## config.mk

```make
export PLATFORM = sky130hd
export DESIGN_NAME = uart_tx_sched_flat
export DESIGN_NICKNAME = d
export VERILOG_FILES = /design/src/rtl/uart_pkg.sv /design/src/rtl/uart_tx_sched_if.sv /design/src/rtl/uart_rr_arb.sv /design/src/rtl/uart_tx_sched.sv /design/src/flat_wrapper.sv
export SDC_FILE = /design/constraint.sdc
export NUM_CORES = 1
export LEC_CHECK = 0
export CORE_UTILIZATION = 50
export DETAILED_ROUTE_END_ITERATION = 7
export GPL_TIMING_DRIVEN = 0
export PLACE_DENSITY = 0.8
export SETUP_SLACK_MARGIN = 0.3
export SLEW_MARGIN = 20
export SYNTH_ARGS = -nofsm -noshare
export SYNTH_HDL_FRONTEND = slang
export SYNTH_SLANG_ARGS = --single-unit
```

## constraint.sdc

```tcl
create_clock -name clk -period 3.21 [get_ports clk]
set_input_delay 0.321 -clock clk [delete_from_list [all_inputs] [get_ports clk]]
set_output_delay 0.321 -clock clk [all_outputs]
set_load 0.02 [all_outputs]
```

## src/rtl/uart_pkg.sv

```systemverilog
// Shared types and constants for the UART transmit scheduler.
package uart_pkg;

    typedef enum logic [1:0] {
        ST_IDLE = 2'd0,
        ST_SEND = 2'd1,
        ST_DONE = 2'd2
    } state_t;

    // Falling edges per frame: load, start, 8 data, parity, stop.
    localparam logic [3:0] FRAME_EDGES = 4'd12;

    localparam logic PAR_EVEN = 1'b0;
    localparam logic PAR_ODD  = 1'b1;

    // Parity bit for a byte; 'odd' inverts the even-parity result.
    function automatic logic calc_parity(input logic [7:0] data, input logic odd);
        return (^data) ^ odd;
    endfunction

endpackage

```

## src/rtl/uart_tx_sched_if.sv

```systemverilog
// Client request/grant bus plus the transmitter-facing strobes.
interface uart_tx_sched_if #(
    parameter int NREQ = 4
);
    logic [NREQ-1:0]   req;
    logic [8*NREQ-1:0] req_data;
    logic [NREQ-1:0]   gnt;
    logic [NREQ-1:0]   done;
    logic [7:0]        tx_data;
    logic              wr_enable;
    logic              tx_enable;
    logic              parity;
    logic              tx_busy;
    logic              ctrl_busy;
    logic              err;

    modport master (
        output req, req_data, tx_busy,
        input  gnt, done, tx_data, wr_enable, tx_enable, parity, ctrl_busy, err
    );

    modport slave (
        input  req, req_data, tx_busy,
        output gnt, done, tx_data, wr_enable, tx_enable, parity, ctrl_busy, err
    );
endinterface

```

## src/rtl/uart_rr_arb.sv

```systemverilog
// Combinational round-robin pick: first set request at or after ptr_i, wrapping.
module uart_rr_arb #(
    parameter int NREQ = 4
) (
    input  logic [NREQ-1:0]                         req_i,
    input  logic [((NREQ > 1) ? $clog2(NREQ) : 1)-1:0] ptr_i,
    output logic [NREQ-1:0]                         gnt_o,
    output logic [((NREQ > 1) ? $clog2(NREQ) : 1)-1:0] idx_o,
    output logic                                    valid_o
);
    localparam int OW = (NREQ > 1) ? $clog2(NREQ) : 1;

    int            pos_s;
    logic [OW-1:0] cand_s;

    // Scan from the pointer; the first hit wins and later hits are ignored.
    always_comb begin
        gnt_o   = '0;
        idx_o   = '0;
        valid_o = 1'b0;
        pos_s   = 0;
        cand_s  = '0;
        for (int k = 0; k < NREQ; k++) begin
            pos_s = int'(ptr_i) + k;
            if (pos_s >= NREQ) begin
                pos_s = pos_s - NREQ;
            end else begin
                pos_s = pos_s;
            end
            cand_s = OW'(pos_s);
            if (!valid_o && req_i[cand_s]) begin
                valid_o       = 1'b1;
                idx_o         = cand_s;
                gnt_o[cand_s] = 1'b1;
            end else begin
                valid_o = valid_o;
            end
        end
    end
endmodule

```

## src/rtl/uart_tx_sched.sv

```systemverilog
// Shares one UART transmitter among NREQ requesters: arbitration, byte/parity
// latch, bit-step strobe generation and per-requester completion.
module uart_tx_sched
    import uart_pkg::*;
#(
    parameter int NREQ       = 4,
    parameter int CLK_DIV    = 16,
    parameter bit PARITY_ODD = 1'b0
) (
    input  logic            clk,
    input  logic            reset,
    uart_tx_sched_if.slave  bus
);
    localparam int             OW          = (NREQ > 1) ? $clog2(NREQ) : 1;
    localparam int             DW          = $clog2(CLK_DIV);
    localparam logic [DW-1:0]  DIV_LAST    = DW'(CLK_DIV - 1);
    localparam logic [DW-1:0]  DIV_HALF    = DW'(CLK_DIV / 2);
    localparam logic [DW-1:0]  DIV_HALF_M1 = DW'(CLK_DIV / 2 - 1);
    localparam logic [DW-1:0]  DIV_ONE     = DW'(1);
    localparam logic [OW-1:0]  OWN_LAST    = OW'(NREQ - 1);
    localparam logic [OW-1:0]  OWN_ONE     = OW'(1);
    localparam logic [3:0]     EDGE_ONE    = 4'd1;
    localparam logic           PAR_SEL     = PARITY_ODD ? PAR_ODD : PAR_EVEN;

    state_t            state_q, state_d;
    logic              busy_meta_q, busy_s_q;
    logic [OW-1:0]     ptr_q, ptr_d;
    logic [OW-1:0]     owner_q, owner_d;
    logic [DW-1:0]     div_q, div_d;
    logic [3:0]        edge_q, edge_d;
    logic [NREQ-1:0]   gnt_q, gnt_d;
    logic [NREQ-1:0]   done_q, done_d;
    logic [7:0]        tx_data_q, tx_data_d;
    logic              parity_q, parity_d;
    logic              wr_en_q, wr_en_d;
    logic              tx_en_q, tx_en_d;
    logic              ctrl_busy_q, ctrl_busy_d;
    logic              err_q, err_d;

    logic [NREQ-1:0]   arb_gnt_s;
    logic [OW-1:0]     arb_idx_s;
    logic              arb_valid_s;
    logic [7:0]        sel_byte_s;

    uart_rr_arb #(.NREQ(NREQ)) u_arb (
        .req_i   (bus.req),
        .ptr_i   (ptr_q),
        .gnt_o   (arb_gnt_s),
        .idx_o   (arb_idx_s),
        .valid_o (arb_valid_s)
    );

    assign sel_byte_s = bus.req_data[{arb_idx_s, 3'b000} +: 8];

    // Two-flop synchronizer for the transmitter's asynchronous idle flag.
    always_ff @(posedge clk or posedge reset) begin
        if (reset) begin
            busy_meta_q <= 1'b0;
            busy_s_q    <= 1'b0;
        end else begin
            busy_meta_q <= bus.tx_busy;
            busy_s_q    <= busy_meta_q;
        end
    end

    // Next-state and registered-output logic for IDLE -> SEND -> DONE.
    always_comb begin
        state_d     = state_q;
        ptr_d       = ptr_q;
        owner_d     = owner_q;
        div_d       = div_q;
        edge_d      = edge_q;
        gnt_d       = '0;
        done_d      = '0;
        tx_data_d   = tx_data_q;
        parity_d    = parity_q;
        wr_en_d     = wr_en_q;
        tx_en_d     = 1'b0;
        ctrl_busy_d = ctrl_busy_q;
        err_d       = err_q;
        case (state_q)
            ST_IDLE: begin
                if (arb_valid_s && busy_s_q) begin
                    tx_data_d   = sel_byte_s;
                    parity_d    = calc_parity(sel_byte_s, PAR_SEL);
                    gnt_d       = arb_gnt_s;
                    wr_en_d     = 1'b1;
                    ctrl_busy_d = 1'b1;
                    owner_d     = arb_idx_s;
                    div_d       = '0;
                    edge_d      = 4'd0;
                    tx_en_d     = 1'b1;
                    state_d     = ST_SEND;
                end else begin
                    state_d = ST_IDLE;
                end
            end
            ST_SEND: begin
                if (div_q == DIV_LAST) begin
                    div_d = '0;
                end else begin
                    div_d = div_q + DIV_ONE;
                end
                // Falling edge of tx_enable happens on this transition.
                if (div_q == DIV_HALF_M1) begin
                    edge_d = edge_q + EDGE_ONE;
                    if (edge_q == 4'd0) begin
                        wr_en_d = 1'b0;
                    end else begin
                        wr_en_d = wr_en_q;
                    end
                end else begin
                    edge_d = edge_q;
                end
                if ((div_q == DIV_LAST) && (edge_q == FRAME_EDGES)) begin
                    state_d = ST_DONE;
                    tx_en_d = 1'b0;
                end else begin
                    tx_en_d = (div_d < DIV_HALF);
                end
            end
            ST_DONE: begin
                done_d[owner_q] = 1'b1;
                if (!busy_s_q) begin
                    err_d = 1'b1;
                end else begin
                    err_d = err_q;
                end
                ptr_d       = (owner_q == OWN_LAST) ? '0 : (owner_q + OWN_ONE);
                ctrl_busy_d = 1'b0;
                wr_en_d     = 1'b0;
                state_d     = ST_IDLE;
            end
            default: begin
                state_d = ST_IDLE;
            end
        endcase
    end

    // State and output registers; reset abandons any frame in flight.
    always_ff @(posedge clk or posedge reset) begin
        if (reset) begin
            state_q     <= ST_IDLE;
            ptr_q       <= '0;
            owner_q     <= '0;
            div_q       <= '0;
            edge_q      <= 4'd0;
            gnt_q       <= '0;
            done_q      <= '0;
            tx_data_q   <= 8'h00;
            parity_q    <= 1'b0;
            wr_en_q     <= 1'b0;
            tx_en_q     <= 1'b0;
            ctrl_busy_q <= 1'b0;
            err_q       <= 1'b0;
        end else begin
            state_q     <= state_d;
            ptr_q       <= ptr_d;
            owner_q     <= owner_d;
            div_q       <= div_d;
            edge_q      <= edge_d;
            gnt_q       <= gnt_d;
            done_q      <= done_d;
            tx_data_q   <= tx_data_d;
            parity_q    <= parity_d;
            wr_en_q     <= wr_en_d;
            tx_en_q     <= tx_en_d;
            ctrl_busy_q <= ctrl_busy_d;
            err_q       <= err_d;
        end
    end

    assign bus.gnt       = gnt_q;
    assign bus.done      = done_q;
    assign bus.tx_data   = tx_data_q;
    assign bus.parity    = parity_q;
    assign bus.wr_enable = wr_en_q;
    assign bus.tx_enable = tx_en_q;
    assign bus.ctrl_busy = ctrl_busy_q;
    assign bus.err       = err_q;
endmodule

```

## src/flat_wrapper.sv

```systemverilog
// flat-port wrapper written by rule: the top's interface ports become plain ports
module uart_tx_sched_flat import uart_pkg::*;
#(
    parameter int NREQ       = 4,
    parameter int CLK_DIV    = 16,
    parameter bit PARITY_ODD = 1'b0
)
  (clk, reset, bus_req, bus_req_data, bus_tx_busy, bus_gnt, bus_done, bus_tx_data, bus_wr_enable, bus_tx_enable, bus_parity, bus_ctrl_busy, bus_err);
  uart_tx_sched_if #(.NREQ(NREQ)) bus_i ();
  input  logic clk;
  input  logic reset;
  input wire logic [$bits(bus_i.req)-1:0] bus_req;
  input wire logic [$bits(bus_i.req_data)-1:0] bus_req_data;
  input wire logic [$bits(bus_i.tx_busy)-1:0] bus_tx_busy;
  output wire logic [$bits(bus_i.gnt)-1:0] bus_gnt;
  output wire logic [$bits(bus_i.done)-1:0] bus_done;
  output wire logic [$bits(bus_i.tx_data)-1:0] bus_tx_data;
  output wire logic [$bits(bus_i.wr_enable)-1:0] bus_wr_enable;
  output wire logic [$bits(bus_i.tx_enable)-1:0] bus_tx_enable;
  output wire logic [$bits(bus_i.parity)-1:0] bus_parity;
  output wire logic [$bits(bus_i.ctrl_busy)-1:0] bus_ctrl_busy;
  output wire logic [$bits(bus_i.err)-1:0] bus_err;
  assign bus_i.req = bus_req;
  assign bus_i.req_data = bus_req_data;
  assign bus_i.tx_busy = bus_tx_busy;
  assign bus_gnt = bus_i.gnt;
  assign bus_done = bus_i.done;
  assign bus_tx_data = bus_i.tx_data;
  assign bus_wr_enable = bus_i.wr_enable;
  assign bus_tx_enable = bus_i.tx_enable;
  assign bus_parity = bus_i.parity;
  assign bus_ctrl_busy = bus_i.ctrl_busy;
  assign bus_err = bus_i.err;
  uart_tx_sched #(.NREQ(NREQ), .CLK_DIV(CLK_DIV), .PARITY_ODD(PARITY_ODD)) u_core (.clk(clk), .reset(reset), .bus(bus_i));
endmodule
```

==> results of run 1 <==
==> power breakdown <==
group	switching (uW)	total [uW]	internal [uW]
registers	0.773	468	467
clock network	163	333	170
logic	82.3	187	105
==> flip-flops by register name, indices dropped and copies added (netlist names) <==
name                  count
u_core.div_q              4
u_core.bus.err            1
u_core.busy_s_q           1
u_core.bus.ctrl_busy      1
u_core.bus.wr_enable      1
u_core.bus.tx_data        8
u_core.busy_meta_q        1
u_core.ptr_q              2
u_core.bus.parity         1
u_core.state_q            2
u_core.bus.tx_enable      1
u_core.edge_q             4
u_core.bus.gnt            4
u_core.owner_q            2
u_core.bus.done           4
==> final timing paths <==
| check | from | end | slack [ps] | cells after the start |
|---|---|---|---|---|
| min reg2reg | u_core.busy_meta_q$_DFF_PP0_ | u_core.busy_s_q$_DFF_PP0_ | 350 | 0 |
| min | u_core.busy_meta_q$_DFF_PP0_ | u_core.busy_s_q$_DFF_PP0_ | 350 | 0 |
| max reg2reg | u_core.ptr_q[0]$_DFFE_PP0P_ | u_core.bus.tx_data[1]$_DFFE_PP0P_ | 510 | 11 |
| max | u_core.ptr_q[0]$_DFFE_PP0P_ | u_core.bus.tx_data[1]$_DFFE_PP0P_ | 510 | 11 |
| min in group asynchronous | reset | u_core.bus.wr_enable$_DFFE_PP0P_ | 470 | 2 |
| max in group asynchronous | reset | u_core.bus.done[1]$_DFF_PP0_ | 2270 | 2 |
==> logic make-up (layout without fill, tap and decap cells) <==
group,count (synthesis),in the layout,synth area share [%]
flops,37,37,36.7
simple gates,62,62,12.4
mux,29,29,12.1
buf+inv,26,92,4.81
compound gates,51,51,14.7
xor+xnor,30,30,10.4
fa+ha+maj,18,18,8.92
==> through the flow <==
stage | cells | utilization, % | hold slack (ps) | area [um^2] | worst slack [ps]
after floorplan | 253 | - | 331 | 2520 | 803
after global placement | 378 | 66.6 | 333 | 3190 | 503
after detailed placement | 378 | 66.6 | 340 | 3190 | 485
after CTS | 385 | 68.4 | 356 | 3280 | 471
after global routing | 386 | 68.9 | 357 | 3300 | 313
final | 386 | 68.9 | 354 | 3300 | 507
==> repair_timing <==
action | CTS | global route
resized for setup | 0 | 2
hold buffers | 0 | 0
setup endpoints to repair | 0 | 4
endpoints found under the hold margin | 0 | 0
buffers inserted | 0 | 1
==> critical path: stages, from the launching register on <==
cell        delay (ps)
dfrtp_1            400
buf_2              250
clkinvlp_4         140
ha_1               300
buf_2              180
nand2b_1           110
nand2_1             90
a311oi_4           370
nand2_4            190
buf_6              200
mux2i_1            190
o221ai_1           150
==> layout make-up <==
| class | count | share of cell area [%] |
|---|---|---|
| multi-input cells | 190 | 45.1 |
| flip-flops and latches | 37 | 28.1 |
| repair buffers | 59 | 17.8 |
| clock buffers | 7 | 2.62 |
| well taps | 67 | 2.54 |
| plain buffers | 12 | 2.09 |
| inverters | 14 | 1.71 |
==> cell usage in the layout (no fill, tap or decap), types with 2 or more instances in the layout <==
cell | synthesis | final
a32o_1 | 3 | 3
clkbuf_1 | 2 | 3
nand3_1 | 5 | 5
a21oi_1 | 10 | 10
dfrtp_1 | 37 | 37
nand2_1 | 26 | 26
a22o_1 | 5 | 5
inv_1 | 14 | 12
and2_1 | 4 | 4
ha_1 | 18 | 18
or4_1 | 2 | 2
o21ai_0 | 10 | 10
buf_4 | 2 | 3
nand2b_1 | 3 | 3
xnor2_1 | 26 | 26
mux2i_1 | 26 | 26
nor2_1 | 9 | 9
nor3b_1 | 2 | 2
and3_1 | 2 | 2
clkbuf_8 | 0 | 6
nand4_1 | 2 | 2
buf_2 | 7 | 7
clkdlybuf4s50_1 | 0 | 58
o221ai_1 | 8 | 8
xor2_1 | 4 | 4
a21o_1 | 3 | 3
==> routing by layer <==
| metal | GRT usage [%] | share of wire (%) |
|---|---|---|
| met1 | 28.1 | 46 |
| met5 | 0 | 0 |
| met4 | 7.41 | 1.2 |
| met3 | 4.42 | 4.6 |
| met2 | 36.0 | 49 |
==> qor.csv, run 1 <==
metric;value;unit
synth_cells;253;
cp-start-kind;flip-flop;
layout_min_cycle_time;2700;ps
n_antenna_cell;0;
ant_nets;0;
clkLatencyLatePin;300;ps
initial_core_util;52.8;%
hold_viol_final;0;
status;finished, final reports clean;
dieHeight;73.1;um
syn_area;0.00252;mm^2
synth.avg_cell_area;9.98;um^2
fp-row-count;25;
grt_max_degree;38;
die_w;73.1;um
design.die.area;0.00534;mm^2
grt-ovfl-total;0;
tns;0;ps
worstMarginPinSlew;730;ps
clockBufferDepth;2;
finClkSkew;6.64;ps
hold_path.class;reg -> reg;
drive_gt1_share;8.15;%
powerDensity;300;mW/mm^2
vdd_ir_drop_max;0.196;mV
finalSetupViolCount;0;
synth.area.top_cells;dfrtp_1 37%, mux2i_1 10%, xnor2_1 9.0%;
synth_ff_type;dfrtp_1;
yosysTopAreaCell;dfrtp_1;
synth_seq_cells;37;
leakage;0.00149;uW
first_global_vias;1948;
synthTopCellsByCount;37 x dfrtp_1, 26 x mux2i_1, 26 x nand2_1, 26 x xnor2_1, 18 x ha_1;
worstPathArrival;2860;ps
syn_to_final_growth;30.6;%
cp-end-kind;flip-flop;
grt_pass1_wl;8760;um
wl_per_cell;13.8;um
path_clk_slew;70;ps
gp_congestion;0.846;
drt_first_pass_iters;4;
portBuffers;58;
cp_max_fo;10;
period_share;84.2;%
cts.sinks;37;
core_area;0.00479;mm^2
finalNetCount;376;
synth_edf_count;0;
synth.most_common_cell;dfrtp_1;
worst-setup-path-type;reg -> reg;
slew_headroom;51.2;%
grt.total_usage;21.7;%
rsz0062_at_grt;no;
fmax;370;MHz
maxCapViolCount;0;
routed_wirelength;5320;um
place_hpwl;4110;um
multiInputGateArea;0.00149;mm^2
detailroute.via_count;2053;
finalPower;988;uW
required;3370;ps
cts-root-buf;clkbuf_8;
cts_tree;yes;
cts_made_buffers;5;
cts_htree_levels;2;
ys_warn_count;0;
ioPinCount;60;
timing_max_transition_violations_final;0;
syn_nets;310;
first_iter_violations;112;
synth_seq_area_share;36.7;%
synth_top_area_share;36.7;%
synth_cell_types;47;
fillers;387;
remaining_drc_errors;0;
async_flop_share;100;%
grt_antenna_before_repair;0;
viasPerCell;5.32;
regArea;926;um^2
Note: power is estimated with default switching activity, not from simulation.
==> inputs of run 2 (changes only) <==
Clock period 3.21 ns to 2.8 ns, I/O delays scaled along.
==> run 2 against run 1 <==
Effect of this change:
- critical path type unchanged
- largest cell class unchanged
- hold slack better by 1.7 ps
- global-route usage rose by 0.088 points
- combinational power grew 19%
- critical path depth down 1
- final cell count is 1.3% higher
- flip-flop and latch count is the same
- via count increased by 2.3%
- fmax is 12% higher
- design area increased by 2.8%
- first-iteration DRC count decreased by 5.4%
==> qor.csv, run 2 (synthesized netlist as in run 1, its figures left out) <==
metric;value;unit;change
viasPerCell;5.37;;+1.0%
portBuffers;58;;unchanged
post-place-ws;74.9;ps;-410 ps
syn_to_final_growth;34.2;%;
first_global_vias;1956;;+0.41%
rr_startpoint;u_core.ptr_q[1]$_DFFE_PP0P_;;
wl_per_cell;14.1;um;+2.0%
design.die.area;0.00534;mm^2;unchanged
grt-ovfl-total;0;;unchanged
worst-setup-path-type;reg -> reg;;
postLayoutCellArea;0.00339;mm^2;+2.8%
first_iter_violations;106;;-5.4%
hold_buffers;0;;unchanged
detailroute.via_count;2101;;+2.3%
worstHoldStart;u_core.busy_meta_q$_DFF_PP0_;;
clkLatencyLatePin;300;ps;about the same
maxCapViolCount;0;;unchanged
remaining_drc_errors;0;;unchanged
finalNetCount;381;;+1.3%
layout_min_cycle_time;2410;ps;-295 ps
gp_congestion;0.846;;unchanged
placedInstanceArea;0.00319;mm^2;unchanged
whs;356;ps;+1.68 ps
finClkSkew;5.97;ps;-0.672 ps
routed_wirelength;5500;um;+3.4%
timing_max_transition_violations_final;0;;unchanged
holdPathStages;0;;unchanged
cts_htree_levels;2;;unchanged
r2r_cells;10;;-1
fmax;415;MHz;+12%
cp-start-kind;flip-flop;;
cp_max_fo;10;;unchanged
n_antenna_cell;0;;unchanged
cts.sinks;37;;unchanged
grt_antenna_before_repair;0;;unchanged
layout_commonest_cell;clkdlybuf4s50_1;;
drt_first_pass_iters;5;;+1
cp-end-kind;flip-flop;;
period_share;86.0;%;+1.8 points
grt_pass1_wl;8800;um;+0.39%
crit_start;u_core.ptr_q[1]$_DFFE_PP0P_;;
hold_path.class;reg -> reg;;
slew_headroom;51.0;%;-0.27 points
cts-root-buf;clkbuf_8;;
leakage;0.00151;uW;+1.8%
dieHeight;73.1;um;unchanged
cts_made_buffers;5;;unchanged
most-common-layout-cells;58 x clkdlybuf4s50_1, 37 x dfrtp_1, 26 x xnor2_1, 26 x nand2_1, 24 x mux2i_1;;
initial_core_util;52.8;%;unchanged
fp-row-count;25;;unchanged
worstPathArrival;2570;ps;-290 ps
required;2960;ps;-410 ps
die_w;73.1;um;unchanged
tns;0;ps;unchanged
clockBufferDepth;2;;unchanged
largest_reg_flops;8;;unchanged
ioPinCount;60;;unchanged
worst_slack;392;ps;-115 ps
ant_nets;0;;unchanged
path_clk_slew;70;ps;about the same
status;finished, final reports clean;;
hold_viol_final;0;;unchanged
place_hpwl;4110;um;unchanged
finalSetupViolCount;0;;unchanged
vdd_ir_drop_max;0.225;mV;+15%
powerDensity;336;mW/mm^2;+12%
grt_max_degree;38;;unchanged
grt.total_usage;21.8;%;+0.088 points
rsz0062_at_grt;no;;
final_util;70.8;%;+1.9 points
cts_tree;yes;;
drive_gt1_share;10.8;%;+2.7 points
core_area;0.00479;mm^2;unchanged
worstMarginPinSlew;734;ps;+3.98 ps
==> run 2: repair_timing <==
action                     CTS  global route
setup endpoints to repair   14            12
pin swaps                    2             2
hold endpoints to repair     0             0
setup buffers                2             4
gates resized for setup      2            11
==> run 2: report_power, final <==
| group | switching [uW] | internal, uW | total, uW | leakage (uW) |
|---|---|---|---|---|
| clock network | 185 | 195 | 380 | 0.0000443 |
| logic | 98.6 | 125 | 223 | 0.000985 |
| registers | 0.892 | 536 | 537 | 0.000482 |
| total | 284 | 856 | 1140 | 0.00151 |
==> run 2: routing by layer <==
metal	GRT usage, %	vias to the layer above	share of wire [%]
met5	0	-	0
met4	7.41	0	1.2
met3	4.42	7	5.1
met2	36.2	82	49
met1	28.1	977	45
li1	-	1035	-
==> run 2: per-stage QoR <==
stage	total power [uW]	std cells
6_report	1140	391
5_1_grt	1190	391
4_1_cts	1140	387
3_5_place_dp	763	378
3_3_place_gp	759	378
2_1_floorplan	675	253
==> run 2: area by class of cell <==
type                    count  area [um^2]
inverters                  14         56.3
fillers                   374         1400
repair buffers             64          638
flip-flops and latches     37          926
plain buffers              12         81.3
well taps                  67         83.8
multi-input cells         190         1520
clock buffers               7         86.3
==> run 2: final timing paths <==
check                                               endpoint  slack [ps]
max reg2reg                u_core.bus.tx_data[1]$_DFFE_PP0P_         390
max in group asynchronous      u_core.bus.parity$_DFFE_PP0P_        1890
min reg2reg                        u_core.busy_s_q$_DFF_PP0_         360
min                                u_core.busy_s_q$_DFF_PP0_         360
min in group asynchronous   u_core.bus.wr_enable$_DFFE_PP0P_         430
max                        u_core.bus.tx_data[1]$_DFFE_PP0P_         390
==> run 2: critical path: stages, from the launching register on <==
cell	delay [ps]
dfrtp_1	410
buf_6	180
inv_2	70
ha_1	270
clkbuf_4	190
o32ai_1	280
a22oi_1	170
nand2_4	120
buf_6	170
mux2i_1	240
o221ai_1	150
